## src/rtl/lane_density_estimator.sv

```systemverilog
// Per-approach vehicle density estimator: synchronise, debounce and edge-detect four
// detector inputs, count vehicles over a fixed window, publish saturated 4-bit densities.
module lane_density_estimator #(
  parameter int         WINDOW_CYCLES = 128,
  parameter int         DEBOUNCE      = 3,
  parameter int         SHIFT         = 0,
  parameter int         SMOOTH        = 0,
  parameter logic [3:0] INIT_DENSITY  = 4'd8
) (
  input  logic       clk,
  input  logic       rst_a,
  input  logic       en,
  input  logic       veh_n,
  input  logic       veh_s,
  input  logic       veh_e,
  input  logic       veh_w,
  output logic [3:0] density_n,
  output logic [3:0] density_s,
  output logic [3:0] density_e,
  output logic [3:0] density_w,
  output logic       density_valid
);

  localparam logic [3:0]  DEB_LAST = 4'(DEBOUNCE - 1);
  localparam logic [15:0] WIN_LAST = 16'(WINDOW_CYCLES - 1);

  function automatic logic [7:0] sat_inc(input logic [7:0] cnt);
    return (cnt == 8'd255) ? cnt : cnt + 8'd1;
  endfunction

  function automatic logic [3:0] sat_scale(input logic [7:0] cnt);
    logic [7:0] sh;
    sh = cnt >> SHIFT;
    return (sh > 8'd15) ? 4'd15 : sh[3:0];
  endfunction

  // Round-half-up average; the 5-bit sum keeps 15+15+1 without overflow.
  function automatic logic [3:0] smooth_avg(input logic [3:0] prev, input logic [3:0] nxt);
    logic [4:0] sum;
    sum = {1'b0, prev} + {1'b0, nxt} + 5'd1;
    return sum[4:1];
  endfunction

  logic [3:0]  veh_raw;
  logic [3:0]  sync_p0;
  logic [3:0]  sync_p1;
  logic [3:0]  deb_p2;
  logic [3:0]  deb_d_p3;
  logic [3:0]  deb_cnt [4];
  logic [7:0]  veh_cnt [4];
  logic [3:0]  density [4];
  logic [15:0] win_cnt;
  logic [3:0]  veh_evt;
  logic        terminal;
  logic [7:0]  eff_cnt [4];
  logic [3:0]  dens_next [4];

  assign veh_raw  = {veh_w, veh_e, veh_s, veh_n};
  assign veh_evt  = deb_p2 & ~deb_d_p3;
  assign terminal = en && (win_cnt == WIN_LAST);

  // Terminal-edge view: an event on the terminal edge still belongs to this window.
  always_comb begin
    for (int i = 0; i < 4; i++) begin
      eff_cnt[i]   = veh_evt[i] ? sat_inc(veh_cnt[i]) : veh_cnt[i];
      dens_next[i] = (SMOOTH != 0) ? smooth_avg(density[i], sat_scale(eff_cnt[i]))
                                   : sat_scale(eff_cnt[i]);
    end
  end

  always_ff @(posedge clk) begin
    if (rst_a) begin
      sync_p0       <= '0;
      sync_p1       <= '0;
      deb_p2        <= '0;
      deb_d_p3      <= '0;
      win_cnt       <= '0;
      density_valid <= 1'b0;
      for (int i = 0; i < 4; i++) begin
        deb_cnt[i] <= '0;
        veh_cnt[i] <= '0;
        density[i] <= INIT_DENSITY;
      end
    end else begin
      // p0/p1: two-flop synchroniser; p2: debounced level; p3: edge-detect delay
      sync_p0       <= veh_raw;
      sync_p1       <= sync_p0;
      deb_d_p3      <= deb_p2;
      density_valid <= terminal;
      for (int i = 0; i < 4; i++) begin
        if (sync_p1[i] == deb_p2[i]) begin
          deb_cnt[i] <= '0;
        end else if (deb_cnt[i] == DEB_LAST) begin
          deb_p2[i]  <= sync_p1[i];
          deb_cnt[i] <= '0;
        end else begin
          deb_cnt[i] <= deb_cnt[i] + 4'd1;
        end
      end
      if (en) begin
        if (terminal) begin
          win_cnt <= '0;
          for (int i = 0; i < 4; i++) begin
            veh_cnt[i] <= '0;
            density[i] <= dens_next[i];
          end
        end else begin
          win_cnt <= win_cnt + 16'd1;
          for (int i = 0; i < 4; i++) begin
            if (veh_evt[i]) veh_cnt[i] <= sat_inc(veh_cnt[i]);
          end
        end
      end
    end
  end

  assign density_n = density[0];
  assign density_s = density[1];
  assign density_e = density[2];
  assign density_w = density[3];

endmodule

```

## config.mk

```make
export PLATFORM = sky130hd
export DESIGN_NAME = lane_density_estimator
export DESIGN_NICKNAME = d
export VERILOG_FILES = /design/src/rtl/lane_density_estimator.sv
export SDC_FILE = /design/constraint.sdc
export NUM_CORES = 1
export LEC_CHECK = 0
export ABC_AREA = 0
export CAP_MARGIN = 30
export CORE_UTILIZATION = 65
export CTS_CLUSTER_SIZE = 12
export DETAILED_ROUTE_END_ITERATION = 10
export PLACE_DENSITY = 0.84
export SLEW_MARGIN = 20
export SYNTH_ARGS = -nofsm -noshare
export SYNTH_HDL_FRONTEND = slang
export SYNTH_SLANG_ARGS = --single-unit
```

## constraint.sdc

```tcl
create_clock -name clk -period 3.39 [get_ports clk]
set_clock_uncertainty 0.05 [all_clocks]
set_input_delay 0.678 -clock clk [delete_from_list [all_inputs] [get_ports clk]]
set_output_delay 0.678 -clock clk [all_outputs]
set_load 0.01 [all_outputs]
```

== Yosys cells after proc, flatten, opt, wreduce, memory -nomap -nowiden ==
Memories as Yosys holds them, arrays and structs flattened.
Cells that the tools add are included.
Storage, ports and cells
  flip-flop bits (word level): 33
  latch bits: 0
  memory bits (writable): 64
  memory bits (read-only): 0
  input port bits: 7
  output and inout bits: 17
  logic and storage cells: 180
  memories: 3
Memories
  veh_cnt: words 4, width 8, rd ports 4, clocked after Yosys merged registers in 0, write ports 4, line 50  | logic [7:0] veh_cnt [4];
  deb_cnt: words 4, width 4, rd ports 4, clocked after Yosys merged registers in 0, write ports 4, line 49  | logic [3:0] deb_cnt [4];
  density: words 4, width 4, rd ports 4, clocked after Yosys merged registers in 0, write ports 4, line 51  | logic [3:0] density [4];
Cells by class
  add/subtract/negate cells: 9
  multipliers: 0
  div/mod/pow operators: 0
  magnitude comparators: 4
  equal/unequal tests: 13
  shift operators: 0
  mux-type cells: 107
  bitwise gates (word level): 30
  reductions and logical operators: 5
Operator list (number)
  2-to-1 mux 8 bit: 16
  2-to-1 mux 4 bit: 20
  2-to-1 mux 1 bit: 70
  adder 8 x 1 -> 8 bit, second input constant: 4
  == test 8 bit, second input constant: 4
  greater-than comparator 8 x 4 -> 1 bit, second input constant: 4
  bitwise OR 1 bit: 24
  adder 16 x 1 -> 16 bit, second input constant: 1
  adder 4 x 1 -> 4 bit, second input constant: 4
  == test 16 x 7 -> 1 bit, second input constant: 1
  == test 4 x 2 -> 1 bit, second input constant: 4
  2-to-1 mux 16 bit: 1
  AND reduction 2 bit: 4
  AND 4 bit: 1
  == test 1 bit: 4
  NOT 1 bit: 4
  NOT 4 bit: 1
  logical AND 1 bit: 1

== Logic depth before layout (Yosys ltp) ==
  word-level depth: 8
  depth in mapped cells: 8
  gate-level depth less buffers: 7

== Least setup slack after synthesis ==
No wires, ideal clock.
  path kind: input to register
  start point: input en
  end point: memory density[0][0], enable pin
  arrival time: 1.875 ns
  data required time: 3.019 ns
  setup slack: 1.144 ns
  stages: 7
  path through: buf_2 > nand4_4 > or2_4 > nor2_1 > nor2_1 > clkinv_1 > buf_4
RTL lines
  start: declaration: line 12  | input logic en,
  end: declaration: line 51

==> metrics.yaml <==
timing:
  hold_viol_final: 0
  finalSetupViolCount: 0
  hold_ws_ps: 388
  fin_crit_ps: 2400
  finalMaxSlewViolations: 0
  fmax_mhz: 417
  grt_setup_unrepaired: "false"
  setup_slack_ps: 994
  maxSlewHeadroom_pct: 59.0
  worst_pin_slew_ps: 614
  tns_ps: 0
  finalCritPeriodShare_pct: 70.7
final_layout:
  fin_util_pct: 75.9
  final_common_cell: "nor2_1"
  num_antenna_cells: 0
  mostFrequentLayoutCells: "64 x nor2_1, 56 x edfxtp_1, 41 x dfxtp_1"
  final_cell_area_um2: 5570
  synthToLayoutAreaGrowth_pct: 12.2
  drive_above_1_share_pct: 5.88
  nets: 542
  layout.cells.non_filler: 626
flow_run:
  cap_violations: 0
clocking:
  ctsHoldBuffers: 0
  cts.clk_slew.worst_paths_ps: 90
  cts_setup_buffers: 0
  clk_path_buf_depth: 2
  cts.sink_count: 97
  cts_tree: "built"
  ctsResizeCount: 0
  clkLatencyLatePin_ps: 350
  clockRootBuffer: "clkbuf_8"
  cts_made_buffers: 9
  htree_num_levels: 3
outcome:
  status: "finished clean"
logic_synthesis:
  ys_seq_area_share_pct: 50.5
  syn_area_um2: 4960
  synth_area_per_cell_um2: 10.1
  synth_cells: 493
  ys_seq_elements: 97
  synth_async_sr_flop_share_pct: 0
  ys_warn_count: 0
  synth_ff_type: "edfxtp_1"
  synth_edf_count: 56
  synthDistinctLibCells: 62
critical_path:
  start_kind: "input port"
  cp.arrival_ps: 2620
  cp-end-kind: "register"
  crit_type: "input port to register"
  rr_worst_depth: 6
  cp_max_fo: 27
  crit_required_ps: 3620
routing:
  top_layer_used: "met4"
  ant_nets: 0
  drc: 0
  finalWirelength_um: 9330
  wl_per_cell_um: 14.9
  drtIter0Drc: 298
  first_pass_iters: 5
  via_count: 3643
  wl_met3_um: 316
  wl_met1_um: 4110
  wl_met2_um: 4740
  vias_per_cell: 5.82
floorplan:
  core-area_um2: 7330
  io_pins: 24
  die_x_um: 89.3
  start_util_pct: 67.6
  rows: 31
  dieHeight_um: 89.3
  die_area_um2: 7980
place:
  portBuffers: 23
  gp_congestion: 0.836
  hpwl_um: 6700
  place_area_um2: 5300
  preCtsSetupSlack_ps: 575
  place_inst: 610
pwr:
  p_per_area_nw_per_um2: 432
  leakage_nw: 2.06
  ir_worst_vdd_mv: 0.247
  p_total_mw: 2.40
global_route:
  grt_pass1_vias: 3242
  grt_overflow: 0
  antenna_found_initial: 0
  grt_max_degree: 28
  grt_pass1_wl_um: 14700
  gr-usage-all-layers_pct: 24.5
min_path:
  hp-class: "register to register"
  whs_path_depth: 1
## worst max-delay path, stage by stage
cell             delay [ps]
clkdlybuf4s50_1         460
nand4_4                 110
or2_4                   150
nor2_1                   70
nor2_1                  350
clkinv_1                360
buf_12                  270
nor3_1                  180
## metal layers
metal  up-vias  GRT usage, %
met2       100          42.5
met1      1712          30.8
li1       1814             -
met3        17          4.43
met4         0          8.95
met5         -             0
## where the power goes
part | switching [mW] | total, mW | internal (mW) | leakage (nW)
Clock | 0.390 | 0.956 | 0.566 | 0.131
Sequential | 0.0391 | 1.32 | 1.28 | 0.900
Combinational | 0.0672 | 0.130 | 0.0627 | 1.03
## cell usage after synthesis (2+ instances only)
master | n | area share [%]
clkbuf_1 | 13 | 0.98
dfxtp_1 | 41 | 17
xnor2_1 | 22 | 3.9
a211oi_1 | 4 | 0.61
buf_2 | 5 | 0.50
edfxtp_1 | 56 | 34
nor3b_1 | 10 | 1.5
a21o_1 | 3 | 0.45
a31oi_1 | 8 | 1.0
or4_1 | 2 | 0.30
nor2_1 | 64 | 4.8
buf_4 | 2 | 0.30
nor3_1 | 10 | 1.0
and3_1 | 13 | 1.6
or3_1 | 6 | 0.76
nand2b_1 | 2 | 0.25
nand3_1 | 25 | 2.5
clkbuf_2 | 3 | 0.30
nor4_1 | 4 | 0.50
inv_1 | 9 | 0.68
mux2i_1 | 13 | 2.6
nor2b_1 | 16 | 2.0
ha_1 | 13 | 3.3
xor2_1 | 22 | 3.9
a31o_2 | 2 | 0.35
nand2_1 | 38 | 2.9
o21ai_0 | 7 | 0.71
nand4_1 | 10 | 1.3
a21oi_1 | 30 | 3.0
and4_1 | 8 | 1.4
## layout make-up
class	count	area [µm²]
clock buffer	9	124
clock inverter	7	141
fill	481	1770
inverter	10	37.5
multi-input combinational	376	2360
sequential	97	2500
tap	99	124
timing repair buffer	28	280
## worst paths after layout
check,slack (ps),to,startpoint
min reg2reg,390,sync_p1[0]$_SDFF_PP0_,sync_p0[0]$_SDFF_PP0_
max,990,veh_cnt[2][6]$_SDFFE_PN0P_,en
max reg2reg,1120,density[1][3]$_SDFFCE_PN1P_,veh_cnt[1][0]$_SDFFCE_PN0P_
min,390,sync_p1[0]$_SDFF_PP0_,sync_p0[0]$_SDFF_PP0_
## logic make-up after synthesis
logic type / Yosys count / synth area share [%]
mux: 14 / 2.85
other cells: 1 / 0.0756
compound gates: 70 / 9.34
buf+inv: 35 / 3.15
fa+ha+maj: 13 / 3.28
simple gates: 219 / 23.1
xor+xnor: 44 / 7.77
flops: 97 / 50.5
## state kept, by name, indices dropped and copies added, names as in the netlist
signal         cells
deb_d_p3           4
sync_p0            4
sync_p1            4
veh_cnt           32
win_cnt           16
deb_p2             4
deb_cnt           16
density           16
density_valid      1
No activity file was read; power rests on OpenSTA's default activity.
